`config.mk`:
```
export PLATFORM = sky130hd
export DESIGN_NAME = lcd_write_arbiter_flat
export DESIGN_NICKNAME = d
export VERILOG_FILES = /design/src/rtl/lcd_pkg.sv /design/src/rtl/lcd_write_arbiter_if.sv /design/src/rtl/lcd_rr_pick.sv /design/src/rtl/lcd_write_arbiter.sv /design/src/flat_wrapper.sv
export SDC_FILE = /design/constraint.sdc
export NUM_CORES = 1
export LEC_CHECK = 0
export BUFFER_PORTS_ARGS = -buffer_cell sky130_fd_sc_hd__buf_2
export CORE_MARGIN = 2
export CORE_UTILIZATION = 30
export CTS_CLUSTER_SIZE = 12
export DETAILED_ROUTE_END_ITERATION = 10
export GPL_TIMING_DRIVEN = 0
export HOLD_SLACK_MARGIN = 0.05
export PLACE_DENSITY_LB_ADDON = 0.15
export SLEW_MARGIN = 15
export SYNTH_ARGS = -nofsm -noshare
export SYNTH_HDL_FRONTEND = slang
export SYNTH_SLANG_ARGS = --single-unit
export TNS_END_PERCENT = 30
```
`constraint.sdc`:
```
create_clock -name sys_clk_50MHz -period 2.2 [get_ports sys_clk_50MHz]
set_input_delay 0 -clock sys_clk_50MHz [delete_from_list [all_inputs] [get_ports sys_clk_50MHz]]
set_output_delay 0 -clock sys_clk_50MHz [all_outputs]
set_load 0.02 [all_outputs]
```
`src/rtl/lcd_pkg.sv`:
```
// lcd_pkg: shared LCD word format, arbiter state encoding and requester indices
package lcd_pkg;
   localparam int LCD_DATA_W = 9;
   localparam int LCD_DC_BIT = 8;
   localparam int REQ_INIT = 0;
   localparam int REQ_CHAR = 1;
   localparam int REQ_FILL = 2;
   typedef enum logic [1:0] {ARB_IDLE, ARB_ISSUE, ARB_WAIT, ARB_ACK} arb_state_t;
   // Round-robin successor over 1..n-1; index 0 never takes a turn
   function automatic int rr_next(input int idx, input int n);
      return (idx + 1 >= n) ? 1 : idx + 1;
   endfunction
endpackage

```
`src/rtl/lcd_write_arbiter_if.sv`:
```
// lcd_write_arbiter_if: requester/serializer handshake bundle around the arbiter
interface lcd_write_arbiter_if #(parameter int NUM_REQ = 3, parameter int DATA_W = 9);
   logic init_done;
   logic [NUM_REQ-1:0] req;
   logic [NUM_REQ-1:0] lock;
   logic [NUM_REQ*DATA_W-1:0] req_data;
   logic [NUM_REQ-1:0] grant;
   logic [NUM_REQ-1:0] ack;
   logic [DATA_W-1:0] data;
   logic en_write;
   logic wr_done;
   logic busy;
   logic timeout_err;
   modport master (input init_done, req, lock, req_data, wr_done,
                   output grant, ack, data, en_write, busy, timeout_err);
   modport slave (output init_done, req, lock, req_data, wr_done,
                  input grant, ack, data, en_write, busy, timeout_err);
endinterface

```
`src/rtl/lcd_rr_pick.sv`:
```
// lcd_rr_pick: index 0 wins outright, else first set bit of 1..N-1 at or after ptr (wrapping)
module lcd_rr_pick #(parameter int N = 3, parameter int PW = 2) (
   input  logic [N-1:0]  mask,
   input  logic [PW-1:0] ptr,
   output logic [N-1:0]  win,
   output logic          valid
);
   logic [N-1:0] hi, lo;
   always_comb begin
      hi = '0;
      lo = '0;
      for (int i = N - 1; i >= 1; i--) begin
         if (mask[i]) begin
            lo = '0;
            lo[i] = 1'b1;
            if (i >= int'(ptr)) begin
               hi = '0;
               hi[i] = 1'b1;
            end
         end
      end
      win = mask[0] ? N'(1) : (|hi ? hi : lo);
      valid = |mask;
   end
endmodule

```
`src/rtl/lcd_write_arbiter.sv`:
```
// lcd_write_arbiter: shares one lcd_write serializer among requesters, with lock bursts.
// Optional LCD_ARB_TIMEOUT_EN bounds WAIT to TIMEOUT_CYC cycles and raises sticky timeout_err.
module lcd_write_arbiter import lcd_pkg::*; #(
   parameter int NUM_REQ     = 3,
   parameter int DATA_W      = LCD_DATA_W,
   parameter int TIMEOUT_CYC = 4096
) (
   input logic sys_clk_50MHz,
   input logic sys_rst_n,
   lcd_write_arbiter_if.master bus
);
   localparam int PW = NUM_REQ > 1 ? $clog2(NUM_REQ) : 1;
   arb_state_t state_q, state_d;
   logic [NUM_REQ-1:0] grant_q, grant_d, ack_q, ack_d, elig, win;
   logic [DATA_W-1:0] data_q, data_d, wdata, odata;
   logic [PW-1:0] ptr_q, ptr_d, ptr_nxt;
   logic en_q, en_d, win_vld, cont, expire;
   assign elig = bus.init_done ? bus.req : bus.req & NUM_REQ'(1 << REQ_INIT);
   assign cont = |(grant_q & bus.lock & bus.req) & (grant_q[REQ_INIT] | bus.init_done);
   lcd_rr_pick #(.N(NUM_REQ), .PW(PW)) u_pick (.mask(elig), .ptr(ptr_q), .win(win), .valid(win_vld));
   always_comb begin
      ptr_nxt = ptr_q;
      wdata = '0;
      odata = '0;
      for (int i = 0; i < NUM_REQ; i++) begin
         if (win[i]) wdata = bus.req_data[i*DATA_W +: DATA_W];
         if (grant_q[i]) begin
            odata = bus.req_data[i*DATA_W +: DATA_W];
            ptr_nxt = PW'(rr_next(i, NUM_REQ));
         end
      end
   end
   // A locked continuation fires en_write on leaving ACK, so ISSUE then stays quiet
   always_comb begin
      state_d = state_q;
      grant_d = grant_q;
      ack_d = '0;
      data_d = data_q;
      en_d = 1'b0;
      ptr_d = ptr_q;
      case (state_q)
         ARB_IDLE: if (win_vld) begin
            grant_d = win;
            data_d = wdata;
            state_d = ARB_ISSUE;
         end
         ARB_ISSUE: begin
            en_d = ~en_q;
            state_d = ARB_WAIT;
         end
         ARB_WAIT: if (bus.wr_done) begin
            ack_d = grant_q;
            state_d = ARB_ACK;
         end else if (expire) begin
            grant_d = '0;
            ptr_d = ptr_nxt;
            state_d = ARB_IDLE;
         end
         ARB_ACK: if (cont) begin
            data_d = odata;
            en_d = 1'b1;
            state_d = ARB_ISSUE;
         end else begin
            grant_d = '0;
            ptr_d = ptr_nxt;
            state_d = ARB_IDLE;
         end
         default: state_d = ARB_IDLE;
      endcase
   end
   always_ff @(posedge sys_clk_50MHz or negedge sys_rst_n)
      if (!sys_rst_n) begin
         state_q <= ARB_IDLE;
         grant_q <= '0;
         ack_q <= '0;
         data_q <= '0;
         en_q <= 1'b0;
         ptr_q <= PW'(1);
      end else begin
         state_q <= state_d;
         grant_q <= grant_d;
         ack_q <= ack_d;
         data_q <= data_d;
         en_q <= en_d;
         ptr_q <= ptr_d;
      end
`ifdef LCD_ARB_TIMEOUT_EN
   localparam int CW = $clog2(TIMEOUT_CYC + 1);
   logic [CW-1:0] cnt_q, cnt_d;
   logic terr_q, terr_d;
   assign expire = cnt_q == CW'(TIMEOUT_CYC - 1);
   always_comb begin
      cnt_d = state_q == ARB_WAIT ? cnt_q + 1'b1 : '0;
      terr_d = terr_q | (state_q == ARB_WAIT & ~bus.wr_done & expire);
   end
   always_ff @(posedge sys_clk_50MHz or negedge sys_rst_n)
      if (!sys_rst_n) begin
         cnt_q <= '0;
         terr_q <= 1'b0;
      end else begin
         cnt_q <= cnt_d;
         terr_q <= terr_d;
      end
   assign bus.timeout_err = terr_q;
`else
   assign expire = 1'b0;
   assign bus.timeout_err = 1'b0;
`endif
   assign bus.grant = grant_q;
   assign bus.ack = ack_q;
   assign bus.data = data_q;
   assign bus.en_write = en_q;
   assign bus.busy = state_q != ARB_IDLE;
endmodule
```
`src/flat_wrapper.sv`:
```
// flat-port wrapper written by rule: the top's interface ports become plain ports
module lcd_write_arbiter_flat import lcd_pkg::*;
#(
   parameter int NUM_REQ     = 3,
   parameter int DATA_W      = LCD_DATA_W,
   parameter int TIMEOUT_CYC = 4096
)
  (sys_clk_50MHz, sys_rst_n, bus_init_done, bus_req, bus_lock, bus_req_data, bus_wr_done, bus_grant, bus_ack, bus_data, bus_en_write, bus_busy, bus_timeout_err);
  lcd_write_arbiter_if #(.NUM_REQ(NUM_REQ), .DATA_W(DATA_W)) bus_i ();
  input logic sys_clk_50MHz;
  input logic sys_rst_n;
  input wire logic [$bits(bus_i.init_done)-1:0] bus_init_done;
  input wire logic [$bits(bus_i.req)-1:0] bus_req;
  input wire logic [$bits(bus_i.lock)-1:0] bus_lock;
  input wire logic [$bits(bus_i.req_data)-1:0] bus_req_data;
  input wire logic [$bits(bus_i.wr_done)-1:0] bus_wr_done;
  output wire logic [$bits(bus_i.grant)-1:0] bus_grant;
  output wire logic [$bits(bus_i.ack)-1:0] bus_ack;
  output wire logic [$bits(bus_i.data)-1:0] bus_data;
  output wire logic [$bits(bus_i.en_write)-1:0] bus_en_write;
  output wire logic [$bits(bus_i.busy)-1:0] bus_busy;
  output wire logic [$bits(bus_i.timeout_err)-1:0] bus_timeout_err;
  assign bus_i.init_done = bus_init_done;
  assign bus_i.req = bus_req;
  assign bus_i.lock = bus_lock;
  assign bus_i.req_data = bus_req_data;
  assign bus_i.wr_done = bus_wr_done;
  assign bus_grant = bus_i.grant;
  assign bus_ack = bus_i.ack;
  assign bus_data = bus_i.data;
  assign bus_en_write = bus_i.en_write;
  assign bus_busy = bus_i.busy;
  assign bus_timeout_err = bus_i.timeout_err;
  lcd_write_arbiter #(.NUM_REQ(NUM_REQ), .DATA_W(DATA_W), .TIMEOUT_CYC(TIMEOUT_CYC)) u_core (.sys_clk_50MHz(sys_clk_50MHz), .sys_rst_n(sys_rst_n), .bus(bus_i));
endmodule
```
==> metrics.txt, run 1 <==
Initial Utilization 0.308; Post-CTS Setup Bufs 0; CP Capture Type register; total gr overflow 0; fin area roughly 2000 sq um; worst-path fanout max 10; Fin. Hold Viols 0; Flop pwr share 0.240; syn nets 205; Layout area overhead 28.6%; first-pass GRT wire length 7.79 mm; Core ar. approximately 5000 sq um; Final min period 2040 ps; Worst-Margin Slew 549 ps; GR Util All Layers 0.168; LEAKAGE 0.00101 uW; unrepaired setup endpoints after global routing no; WP data arrival roughly 2200 ps; worst-case clock skew 2.00 ps; outcome complete, no violations; TritonRoute pass-1 iters 5; Top Ports between 50 and 60; commonest non-fill, non-tap cell in the layout buf_2; detailed-route DRC error count 0; VDD IR-drop max 0.555 mV; Max Cap Violations 0; I/O Buffers 53; P_sw 1130 uW; synthesized instance count 164; FF+latch count, synth 20; Fin Setup TNS 0 ps; Via density 4.97; layout cell share with drive strength beyond 1 0.350; Synth async-reset ratio 1.00; clock latency on the worst-skew pair approximately 260 ps; most frequent cells in the layout buf_2 (58), nand2_1 (20), dfrtp_1 (19); Cell Area, Synth 1550 sq um; Clk network pwr share 0.143; Tcrit/Tclk final 0.926; setup violators final 0; num rows 26; H-tree depth 1; critical path class reg -> reg; Max Buffers Root-to-Sink 2; die area 5770 sq um; PostCTS Resize Cnt 0; Primary FF master, synth dfrtp_1; DRT antenna net count 0; initial antenna violation count 0; initial DRC count 67; Layout Nets 265; Die Y ~76 um; clk root buf clkbuf_8; Seq/Total Area, Yosys 0.323; CTS tree built; total CTS buffers 3; vias in the first global route between 1,500 and 2,000; fillers between 500 and 600; Post-Synthesis Mean Instance Area 9.48 sq um; largest net degree at the start of global routing 21; EDFF count, synth 0; Max Fclk a little under 0.5 GHz; via count ~1,500; Gate power share 0.617; GPL Wtd Cong 0.779; Hold/Removal Path Class in -> async; Yosys cell types 40; CP Launch Type register; Placed Area roughly 1900 sq um; DR WL/cell 16.0 um; Pwr Density ~1300 nW/um^2; clk sinks 20; fin. max-slew vios 0; Req. time, crit path 2360 ps; reg2reg setup slack 160 ps; Die X 76.0 um; Internal between 1500 and 2000 uW; PnR Total Power 2670 uW; Yosys warnings 0; switch share 0.421; Antenna Diode Count 0; post-DP HPWL ~3.3 mm; Reg clk slew, reported paths 80 ps; routed wire length 4.70 mm; slew margin rel. 0.634
## critical path, stage by stage (launching register included)
cell and delay, ps:
dfrtp_1 440, ha_1 210, buf_2 180, inv_2 180, buf_2 250, nand2_1 70
o32a_1 330, mux2_4 250
## power groups by stage
stage	sequential [uW]	combinational (uW)	clock, uW
2_1_floorplan	767	1100	0
3_3_place_gp	649	1660	0
3_5_place_dp	651	1650	0
4_1_cts	644	1660	388
5_1_grt	670	1800	402
6_report	641	1650	382
## cell type report
class / count / area, sq um / share of cell area
plain buffers: 12 / 56.3 / 0.0282
repair buffers: 55 / 285 / 0.143
well taps: 70 / 87.6 / 0.0438
flip-flops and latches: 20 / 502 / 0.251
clock buffers: 3 / 41.3 / 0.0207
inverters: 16 / 60.1 / 0.0301
clock inverters: 1 / 30.0 / 0.0150
multi-input cells: 116 / 936 / 0.468
## metal layers
metal  track usage  wire length [um]  vias to the layer above
li1              -                 -                      734
met1         0.228              2300                      676
met2         0.279              2180                       43
met3        0.0249               188                        4
met4        0.0455                38                        0
met5             0                 0                        -
## synth_stat cells (all sizes together) (2+ instances only)
cell / number / area [sq um]
buf: 7 / 36.3
nand2b: 2 / 12.5
inv: 16 / 60.1
a21oi: 3 / 26.3
nor3b: 9 / 67.6
nor4bb: 9 / 90.1
nand3b: 2 / 15.0
ha: 4 / 50.1
mux2: 9 / 135
a211oi: 9 / 67.6
nand2: 20 / 75.1
and3: 6 / 37.5
o32a: 9 / 90.1
o21ai: 3 / 15.0
a221o: 9 / 90.1
dfrtp: 19 / 475
a22o: 3 / 26.3
nor2: 5 / 18.8
clkbuf: 5 / 20.0
## registers in the layout (all words and copies together) (netlist names)
signal	cells
u_core.bus.ack	3
u_core.bus.grant	3
u_core.bus.data	9
u_core.ptr_q	2
u_core.bus.en_write	1
u_core.state_q	2
## path summary, 6_finish.rpt
check / depth (start not counted) / from / to
min in group sys_clk_50MHz: 5 / bus_req_data[4] / u_core.bus.data[4]$_DFFE_PN0P_
worst max-delay path: 7 / u_core.state_q[0]$_DFFE_PN0P_ / u_core.bus.data[7]$_DFFE_PN0P_
max in group asynchronous: 2 / sys_rst_n / u_core.ptr_q[0]$_DFFE_PN1P_
worst min register to register: 1 / u_core.bus.en_write$_DFF_PN0_ / u_core.bus.en_write$_DFF_PN0_
worst min-delay path: 2 / sys_rst_n / u_core.state_q[0]$_DFFE_PN0P_
worst max register to register: 7 / u_core.state_q[0]$_DFFE_PN0P_ / u_core.bus.data[7]$_DFFE_PN0P_
## cells by family after synthesis
group | after synthesis | synth area share
compound gates | 45 | 0.260
other cells | 1 | 0.00241
simple gates | 57 | 0.221
buf+inv | 28 | 0.0749
mux | 9 | 0.0870
flops | 20 | 0.323
fa+ha+maj | 4 | 0.0322
## metrics by stage
stage / instances / worst slack (ps) / hold slack (ps) / util
2_1_floorplan: 164 / 390 / -296 / -
3_3_place_gp: 287 / 162 / -6.87 / 0.378
3_5_place_dp: 287 / 180 / -2.65 / 0.378
4_1_cts: 293 / 166 / 235 / 0.396
5_1_grt: 293 / 26.1 / 261 / 0.396
6_report: 293 / 162 / 228 / 0.396
## repair_timing
item,4_1_cts,5_1_grt
endpoints found under the hold margin,22,0
hold buffers,2,0
setup endpoints to repair,0,0
Power figures use the tool's default switching activity.
==> run 2: changes to the inputs <==
==> constraint.sdc (replaced) <==
create_clock -name sys_clk_50MHz -period 2.2 [get_ports sys_clk_50MHz]
set_input_delay 0.22 -clock sys_clk_50MHz [delete_from_list [all_inputs] [get_ports sys_clk_50MHz]]
set_output_delay 0.22 -clock sys_clk_50MHz [all_outputs]
set_load 0.02 [all_outputs]
==> run 2 against run 1 <==
Compared with the run above: global-route usage barely moved; via count did not move; non-clock buffer count shrank 1; sequential share of layout area is 0.13 points higher; total power is 0.13% lower; final area shrank 0.50%; utilization fell by 0.20 points; routed wire length about the same.
==> metrics.txt, run 2 (same netlist as run 1, synthesis figures left out) <==
detailed-route DRC error count 0 (unchanged); Req. time, crit path 2350 ps (about the same); Max Cap Violations 0 (unchanged); WP data arrival 2200 ps (about the same); clk root buf clkbuf_8; Core ar. 5040 sq um (unchanged); DRT antenna net count 0 (unchanged); fin area 1990 sq um (-0.50%); Worst-Margin Slew 541 ps (-8.46 ps); Hold/Removal Path Class in -> reg; Die X 76.0 um (unchanged); Tcrit/Tclk final 0.929 (+0.00248); worst-case clock skew 1.77 ps (-0.238 ps); critical path class reg -> reg; Fin. Hold Viols 0 (unchanged); Critical path origin u_core.state_q[0]$_DFFE_PN0P_; I/O Buffers 53 (unchanged); Die Y 76.0 um (unchanged); Reg clk slew, reported paths 80 ps (about the same); fin. max-slew vios 0 (unchanged); CP Launch Type register; slew margin rel. 0.640 (+0.00564); clk sinks 20 (unchanged); Initial Utilization 0.308 (unchanged); first-pass GRT wire length 7.78 mm (-0.18%); CP Capture Type register; cells along the critical path ha_1, buf_2, inv_2, buf_2, nand2_1, o32a_1, mux2_4; HP Start bus_wr_done; largest net degree at the start of global routing 21 (unchanged); Antenna Diode Count 0 (unchanged); CP bufs+invs 3 (unchanged); initial antenna violation count 0 (unchanged); PnR Total Power 2670 uW (-0.13%); setup violators final 0 (unchanged); commonest non-fill, non-tap cell in the layout buf_2; Crit path max-delay family buffers and inverters; Final min period 2040 ps (+5.45 ps); DP Worst Slack 180 ps (unchanged); H-tree depth 1 (unchanged); Layout Nets 264 (-0.38%); total gr overflow 0 (unchanged); most used cell, CP buf_2; vias in the first global route 1,499 (-0.40%); GPL Wtd Cong 0.779 (unchanged); Max stage delay cell, worst path dfrtp_1; CTS tree built; slowest stage delay, CP 440 ps (about the same); layout cell share with drive strength beyond 1 0.351 (+0.00158); LEAKAGE 0.00100 uW (-0.41%); most frequent cells in the layout buf_2 (58), nand2_1 (20), dfrtp_1 (19); Fin Setup TNS 0 ps (unchanged); max reg flops 9 (unchanged); Layout area overhead 27.9%; routed wire length 4.70 mm (about the same); TritonRoute pass-1 iters 4 (-1); total CTS buffers 3 (unchanged); Top Ports 55 (unchanged); worst r2r src u_core.state_q[0]$_DFFE_PN0P_; Placed Area 1910 sq um (unchanged); post-DP HPWL 3.34 mm (unchanged); DR WL/cell 16.1 um (+0.43%); Max Fclk 0.489 GHz (-0.27%); initial DRC count 64 (-4.5%); unrepaired setup endpoints after global routing no; Via density 4.99 (+0.34%); Pwr Density 1340 nW/um^2 (+0.37%); via count 1,457 (unchanged); num rows 26 (unchanged); VDD IR-drop max 0.554 mV (about the same); clock latency on the worst-skew pair 260 ps (about the same); worst-path fanout max 10 (unchanged); hold_ws 235 ps (+7.81 ps); final worst slack 156 ps (-5.45 ps); PostCTS Resize Cnt 0 (unchanged); outcome complete, no violations; GR Util All Layers 0.167 (-0.000252); die area 5770 sq um (unchanged); Max Buffers Root-to-Sink 2 (unchanged)
[run 2: where the power goes]
group          switching [uW]  internal (uW)  leakage (uW)
registers                 116            525      0.000249
clock network             137            243     0.0000357
logic                     870            776      0.000717
[run 2: path summary, 6_finish.rpt]
check | to | slack (ps) | cells after the start
worst min-delay path | u_core.bus.ack[2]$_DFF_PN0_ | 240 | 2
max in group asynchronous | u_core.ptr_q[0]$_DFFE_PN1P_ | 1390 | 2
worst min register to register | u_core.bus.en_write$_DFF_PN0_ | 450 | 1
min in group asynchronous | u_core.bus.en_write$_DFF_PN0_ | 450 | 2
worst max register to register | u_core.bus.data[7]$_DFFE_PN0P_ | 160 | 7
worst max-delay path | u_core.bus.data[7]$_DFFE_PN0P_ | 160 | 7
[run 2: what timing repair did]
| action | in CTS | in global routing |
|---|---|---|
| hold buffers | 1 | 0 |
| endpoints found under the hold margin | 19 | 0 |
| buffers inserted | 0 | 0 |
[run 2: worst reg2reg max path, cell delays in order (launching register included)]
cell     delay [ps]
dfrtp_1         440
ha_1            210
buf_2           180
inv_2           180
buf_2           260
nand2_1          80
o32a_1          340
mux2_4          250
[run 2: area by class of cell]
type	count	area, sq um
buffer	12	56.3
clock inverter	1	30.0
fill	512	3050
inverter	16	60.1
multi-input combinational	116	936
tap	70	87.6
clock buffer	3	41.3
timing repair buffer	54	275
sequential	20	502
[run 2: stage by stage]
stage | util | instances
floorplan | - | 164
global placement | 0.378 | 287
detailed placement | 0.378 | 287
CTS | 0.394 | 292
global route | 0.394 | 292
finish | 0.394 | 292
[run 2: routing by layer]
metal	up-vias	routed length (um)	GRT usage
met2	39	2190	0.279
li1	732	-	-
met4	0	38	0.0455
met3	4	203	0.0249
met1	682	2270	0.228
met5	-	0	0
